$ cat config.mk
export PLATFORM = sky130hd
export DESIGN_NAME = uart_rx
export DESIGN_NICKNAME = d
export VERILOG_FILES = /design/src/rtl/uart_rx.sv
export SDC_FILE = /design/constraint.sdc
export NUM_CORES = 1
export LEC_CHECK = 0
export ABC_AREA = 0
export CAP_MARGIN = 20
export CORE_MARGIN = 4
export CORE_UTILIZATION = 45
export CTS_CLUSTER_SIZE = 40
export DETAILED_ROUTE_END_ITERATION = 6
export PLACE_DENSITY = 0.66
export SLEW_MARGIN = 10
export SYNTH_ARGS = -nofsm -noshare
export SYNTH_HDL_FRONTEND = slang
export SYNTH_SLANG_ARGS = --single-unit
$ cat constraint.sdc
create_clock -name clk -period 2.3 [get_ports clk]
set_input_delay 0.23 -clock clk [delete_from_list [all_inputs] [get_ports clk]]
set_output_delay 0.23 -clock clk [all_outputs]
set_load 0.02 [all_outputs]
$ cat src/rtl/uart_rx.sv
// uart_rx: 8N1 serial receiver with 16x oversampling, a single-byte holding
// register with valid/ready hand-off, and frame/overrun error pulses.
module uart_rx #(
  parameter int clk_freq  = 1000000,
  parameter int baud_rate = 9600
) (
  input  logic       clk,
  input  logic       rst,
  input  logic       rx,
  input  logic       rx_ready,
  output logic [7:0] rx_data,
  output logic       rx_valid,
  output logic       frame_err,
  output logic       overrun_err,
  output logic       busy,
  output logic [1:0] dbg_state_o
);

  localparam int DIV   = clk_freq / (baud_rate * 16);
  localparam int DIV_W = (DIV > 2) ? $clog2(DIV) : 1;
  localparam logic [DIV_W-1:0] DIV_LAST = DIV_W'(DIV - 1);

  if (DIV < 2) begin : g_div_check
    $error("uart_rx: clk_freq/(baud_rate*16) must be at least 2");
  end

  typedef enum logic [1:0] {
    IDLE  = 2'd0,
    START = 2'd1,
    DATA  = 2'd2,
    STOP  = 2'd3
  } state_t;

  state_t           state_q, state_d;
  logic             rx_s1_q, rx_s2_q, rx_prev_q;
  logic [1:0]       settle_q;
  logic [DIV_W-1:0] div_q, div_d;
  logic [3:0]       tick_cnt_q, tick_cnt_d;
  logic [2:0]       bit_cnt_q, bit_cnt_d;
  logic [7:0]       shift_q, shift_d;
  logic [7:0]       rx_data_q, rx_data_d;
  logic             rx_valid_q, rx_valid_d;
  logic             frame_err_q, frame_err_d;
  logic             overrun_err_q, overrun_err_d;
  logic             byte_done;
  logic             tick;
  logic             fall;

  // Oversample tick at the end of each divider period.
  assign tick = (div_q == DIV_LAST);
  // Start edge: synchronized high-to-low, ignored until the synchronizer has
  // flushed its reset value so a line held low across reset is not an edge.
  assign fall = (settle_q == 2'd3) && rx_prev_q && !rx_s2_q;

  // Two-flop synchronizer, edge-detect history and post-reset settle count.
  always_ff @(posedge clk) begin
    if (rst) begin
      rx_s1_q   <= 1'b1;
      rx_s2_q   <= 1'b1;
      rx_prev_q <= 1'b1;
      settle_q  <= 2'd0;
    end else begin
      rx_s1_q   <= rx;
      rx_s2_q   <= rx_s1_q;
      rx_prev_q <= rx_s2_q;
      if (settle_q != 2'd3) settle_q <= settle_q + 2'd1;
    end
  end

  // Receiver state, timing counters and output holding register.
  always_ff @(posedge clk) begin
    if (rst) begin
      state_q       <= IDLE;
      div_q         <= '0;
      tick_cnt_q    <= 4'd0;
      bit_cnt_q     <= 3'd0;
      shift_q       <= 8'h00;
      rx_data_q     <= 8'h00;
      rx_valid_q    <= 1'b0;
      frame_err_q   <= 1'b0;
      overrun_err_q <= 1'b0;
    end else begin
      state_q       <= state_d;
      div_q         <= div_d;
      tick_cnt_q    <= tick_cnt_d;
      bit_cnt_q     <= bit_cnt_d;
      shift_q       <= shift_d;
      rx_data_q     <= rx_data_d;
      rx_valid_q    <= rx_valid_d;
      frame_err_q   <= frame_err_d;
      overrun_err_q <= overrun_err_d;
    end
  end

  // Next-state logic: frame sequencing plus the output hand-off.
  // Hand-off: rx_data is offered while rx_valid=1 and is consumed on any clock
  // where rx_valid=1 and rx_ready=1; rx_data never changes while rx_valid=1
  // except when a new byte is loaded in the very cycle the old one is taken.
  always_comb begin
    state_d       = state_q;
    div_d         = div_q;
    tick_cnt_d    = tick_cnt_q;
    bit_cnt_d     = bit_cnt_q;
    shift_d       = shift_q;
    rx_data_d     = rx_data_q;
    rx_valid_d    = rx_valid_q;
    frame_err_d   = 1'b0;
    overrun_err_d = 1'b0;
    byte_done     = 1'b0;

    if (rx_valid_q && rx_ready) rx_valid_d = 1'b0;

    if (state_q != IDLE) begin
      div_d = tick ? '0 : div_q + 1'b1;
      if (tick) tick_cnt_d = tick_cnt_q + 4'd1;
    end

    case (state_q)
      IDLE: begin
        div_d      = '0;
        tick_cnt_d = 4'd0;
        bit_cnt_d  = 3'd0;
        if (fall) state_d = START;
      end
      START: begin
        if (tick && tick_cnt_q == 4'd7) begin
          tick_cnt_d = 4'd0;
          state_d    = rx_s2_q ? IDLE : DATA;
        end
      end
      DATA: begin
        if (tick && tick_cnt_q == 4'd15) begin
          shift_d   = {rx_s2_q, shift_q[7:1]};
          bit_cnt_d = bit_cnt_q + 3'd1;
          if (bit_cnt_q == 3'd7) state_d = STOP;
        end
      end
      STOP: begin
        if (tick && tick_cnt_q == 4'd15) begin
          state_d = IDLE;
          if (rx_s2_q) byte_done   = 1'b1;
          else         frame_err_d = 1'b1;
        end
      end
      default: state_d = IDLE;
    endcase

    if (byte_done) begin
      if (!rx_valid_q || rx_ready) begin
        rx_data_d  = shift_q;
        rx_valid_d = 1'b1;
      end else begin
        overrun_err_d = 1'b1;
      end
    end
  end

  assign rx_data     = rx_data_q;
  assign rx_valid    = rx_valid_q;
  assign frame_err   = frame_err_q;
  assign overrun_err = overrun_err_q;
  assign busy        = (state_q != IDLE);
  assign dbg_state_o = state_q;

endmodule

==> results of run 1 <==
metrics by stage:
stage	utilization, %	std cells	hold slack, ns
floorplan	-	166	0.334
global placement	52.6	221	0.407
detailed placement	52.6	221	0.393
CTS	54.9	229	0.434
global route	55.0	229	0.450
finish	55.0	229	0.432
cell usage after synthesis, drive strengths merged (5+ instances only):
master,number
dfxtp,36
nand2b,18
a21oi,17
nand3,11
mux2i,9
o21ai,8
clkbuf,7
nor3,5
o31ai,5
metal layers:
| layer | vias up | share of wire (%) | wire length, um |
|---|---|---|---|
| met1 | 603 | 47 | 1520 |
| met4 | 0 | 1.6 | 53 |
| met5 | - | 0 | 0 |
| met2 | 30 | 47 | 1530 |
| li1 | 635 | - | - |
| met3 | 6 | 4.4 | 143 |
cell type report:
class / instances / area share (%)
clock buffer: 6 / 2.23
clock inverter: 2 / 1.89
inverter: 3 / 0.609
multi-input combinational: 116 / 42.8
sequential: 36 / 38.9
tap: 46 / 3.11
timing repair buffer: 20 / 10.4
worst paths after layout:
kind	endpoint	slack, ns	cells past startpoint
setup / recovery	busy	0.26	3
hold / removal	rx_s2_q	0.43	1
setup reg to reg	rx_data[4]	0.51	5
hold reg to reg	rx_s2_q	0.43	1
cells by family (layout without fill, tap and decap cells):
kind of cell	count (synthesis)	after routing	share of synthesized area, %
and+or+nand+nor	63	63	25.4
AOI/OAI and AO/OA	38	38	14.4
DFF	36	36	45.8
buffers and inverters	14	31	4.29
muxes	10	10	6.43
adders and majority gates	4	4	3.18
xor gates and xnor gates	1	1	0.556
state kept, by name, summed over array words and instances, names as in the netlist, named ones only:
signal / flops
rx_data: 8
shift_q: 8
tick_cnt_q: 4
bit_cnt_q: 3
div_q: 3
settle_q: 2
dbg_state_o: 1
frame_err: 1
overrun_err: 1
rx_prev_q: 1
rx_s1_q: 1
rx_s2_q: 1
rx_valid: 1
timing repair:
item / in CTS / in global routing
gates resized for setup: 0 / 1
setup endpoints to repair: 0 / 1
buffers inserted: 0 / 0
power groups by stage:
| stage | registers (mW) | clock network (mW) | logic [mW] |
|---|---|---|---|
| after global placement | 0.654 | 0 | 0.0469 |
| final | 0.641 | 0.437 | 0.0486 |
| after global routing | 0.642 | 0.479 | 0.0542 |
| after CTS | 0.641 | 0.449 | 0.0491 |
| after detailed placement | 0.655 | 0 | 0.0484 |
| after floorplan | 0.654 | 0 | 0.0345 |
==> flow_metrics.env, run 1 <==
export IMPL_place_area_um2=1770
export IMPL_clkTransAtPathRegs_ns=0.10
export IMPL_synthDistinctLibCells=40
export IMPL_finalNetCount=190
export IMPL_overflow=0
export IMPL_tns_ns=0
export IMPL_path_cells="nor2_4 -> inv_1 -> clkdlybuf4s50_1"
export IMPL_final_area_um2=1850
export IMPL_clkSinkCount=36
export IMPL_crit_type="reg2out"
export IMPL_max_clock_freq_mhz=490
export IMPL_fill_cells=348
export IMPL_wl_per_cell_um=14.2
export IMPL_post_place_ws_ns=0.544
export IMPL_vias_per_cell=5.56
export IMPL_finalCritPeriodShare_pct=88.7
export IMPL_cts_tree="built"
export IMPL_area_growth_pct=17.5
export IMPL_io_pins=18
export IMPL_grt_max_degree=20
export IMPL_p_sw_mw=0.239
export IMPL_syn_cell_area_um2=1580
export IMPL_yosysTopAreaCell="dfxtp_1"
export IMPL_synth_flop_cell="dfxtp_1"
export IMPL_met1_usage_pct=19.9
export IMPL_vdd_drop_max_v=0.000350
export IMPL_initial_core_util_pct=46.8
export IMPL_root_buffer="clkbuf_4"
export IMPL_wl_um=3240
export IMPL_synth_nets=174
export IMPL_drc=0
export IMPL_synth_edf_count=0
export IMPL_cap_violations=0
export IMPL_crit_arrival_ns=1.81
export IMPL_layout_drive_gt1_share_pct=9.84
export IMPL_cts_buffer_depth=2
export IMPL_grt_usage_pct=16.4
export IMPL_hold_viol=0
export IMPL_drt_initial_drc_count=49
export IMPL_grt_setup_unrepaired="false"
export IMPL_fin_ws_ns=0.259
export IMPL_grt_pass1_wl_um=5520
export IMPL_die_area_um2=4510
export IMPL_layout_common_cells="36 x dfxtp_1, 18 x nand2b_1, 17 x a21oi_1, 17 x clkdlybuf4s50_1, 11 x nand3_1"
export IMPL_rows=21
export IMPL_endpoint_kind="primary output"
export IMPL_switching_share_pct=21.3
export IMPL_vias=1274
export IMPL_critPathMaxFanout=12
export IMPL_min_from="rx_s1_q"
export IMPL_finClkSkew_ns=0.00848
export IMPL_clkLatencyLatePin_ns=0.34
export IMPL_gp_congestion=0.879
export IMPL_yosys_warnings=0
export IMPL_power_mw=1.13
export IMPL_slew_headroom_pct=56.7
export IMPL_drv_slew=0
export IMPL_combPwrFrac_pct=4.3
export IMPL_firstDrtPassIters=4
export IMPL_crit_family="buffers and inverters"
export IMPL_register_area_um2=721
export IMPL_n_antenna_cell=0
export IMPL_syn_inst=166
export IMPL_htree_levels=2
export IMPL_share_seq_of_total_power_pct=56.9
export IMPL_crit_path_top_delay_cell="clkdlybuf4s50_1"
export IMPL_cts_buffers_inserted=5
export IMPL_required_ns=2.07
export IMPL_max_stage_delay_ns=0.64
export IMPL_p_int_mw=0.886
export IMPL_multi_input_area_um2=792
export IMPL_dp_hpwl_um=2210
export IMPL_first_global_vias=1207
export IMPL_antenna_left=0
export IMPL_grt_met3_usage_pct=5.66
export IMPL_die_h_um=67.2
export IMPL_leakage_nw=0.607
export IMPL_synth_area_top_cells="dfxtp_1 46%, nand2b_1 7.1%, mux2i_1 5.7%"
export IMPL_regToRegStartpoint="tick_cnt_q[0]"
export IMPL_synth_top_cell_area_share_pct=45.8
export IMPL_final_common_cell="dfxtp_1"
export IMPL_setup_viol=0
export IMPL_worst_pin_slew_ns=0.647
export IMPL_synth_seq_cells=36
export IMPL_antenna_found_initial=0
export IMPL_outcome="finished clean"
export IMPL_die_x_um=67.2
export IMPL_layout_min_cycle_time_ns=2.04
export IMPL_met2_usage_pct=26.4
export IMPL_portBuffers=17
export IMPL_cp_start_kind="register"
export IMPL_core_area_um2=3360
export IMPL_cp_num_buf_inv=2
export IMPL_busiest_layer="met2"
export IMPL_p_clk_share_pct=38.8
export IMPL_async_flop_share_pct=0
export IMPL_cts_hold_buf=0
export IMPL_ys_seq_area_share_pct=45.8
export IMPL_avgSynthCellArea_um2=9.49
export IMPL_cellPowerDensity_nw_per_um2=608
export IMPL_hold_class="reg2reg"
(Power assumes the default switching activity.)
==> run 2, diff against run 1 <==
--- a/config.mk
+++ b/config.mk
@@ -9,6 +9,7 @@
 export CAP_MARGIN = 20
 export CORE_MARGIN = 4
 export CORE_UTILIZATION = 45
+export CTS_CLUSTER_DIAMETER = 80
 export CTS_CLUSTER_SIZE = 40
 export DETAILED_ROUTE_END_ITERATION = 6
 export PLACE_DENSITY = 0.66
==> results of run 2 <==
Same layout as run 1: the final DEF is identical, and so are final timing and power.
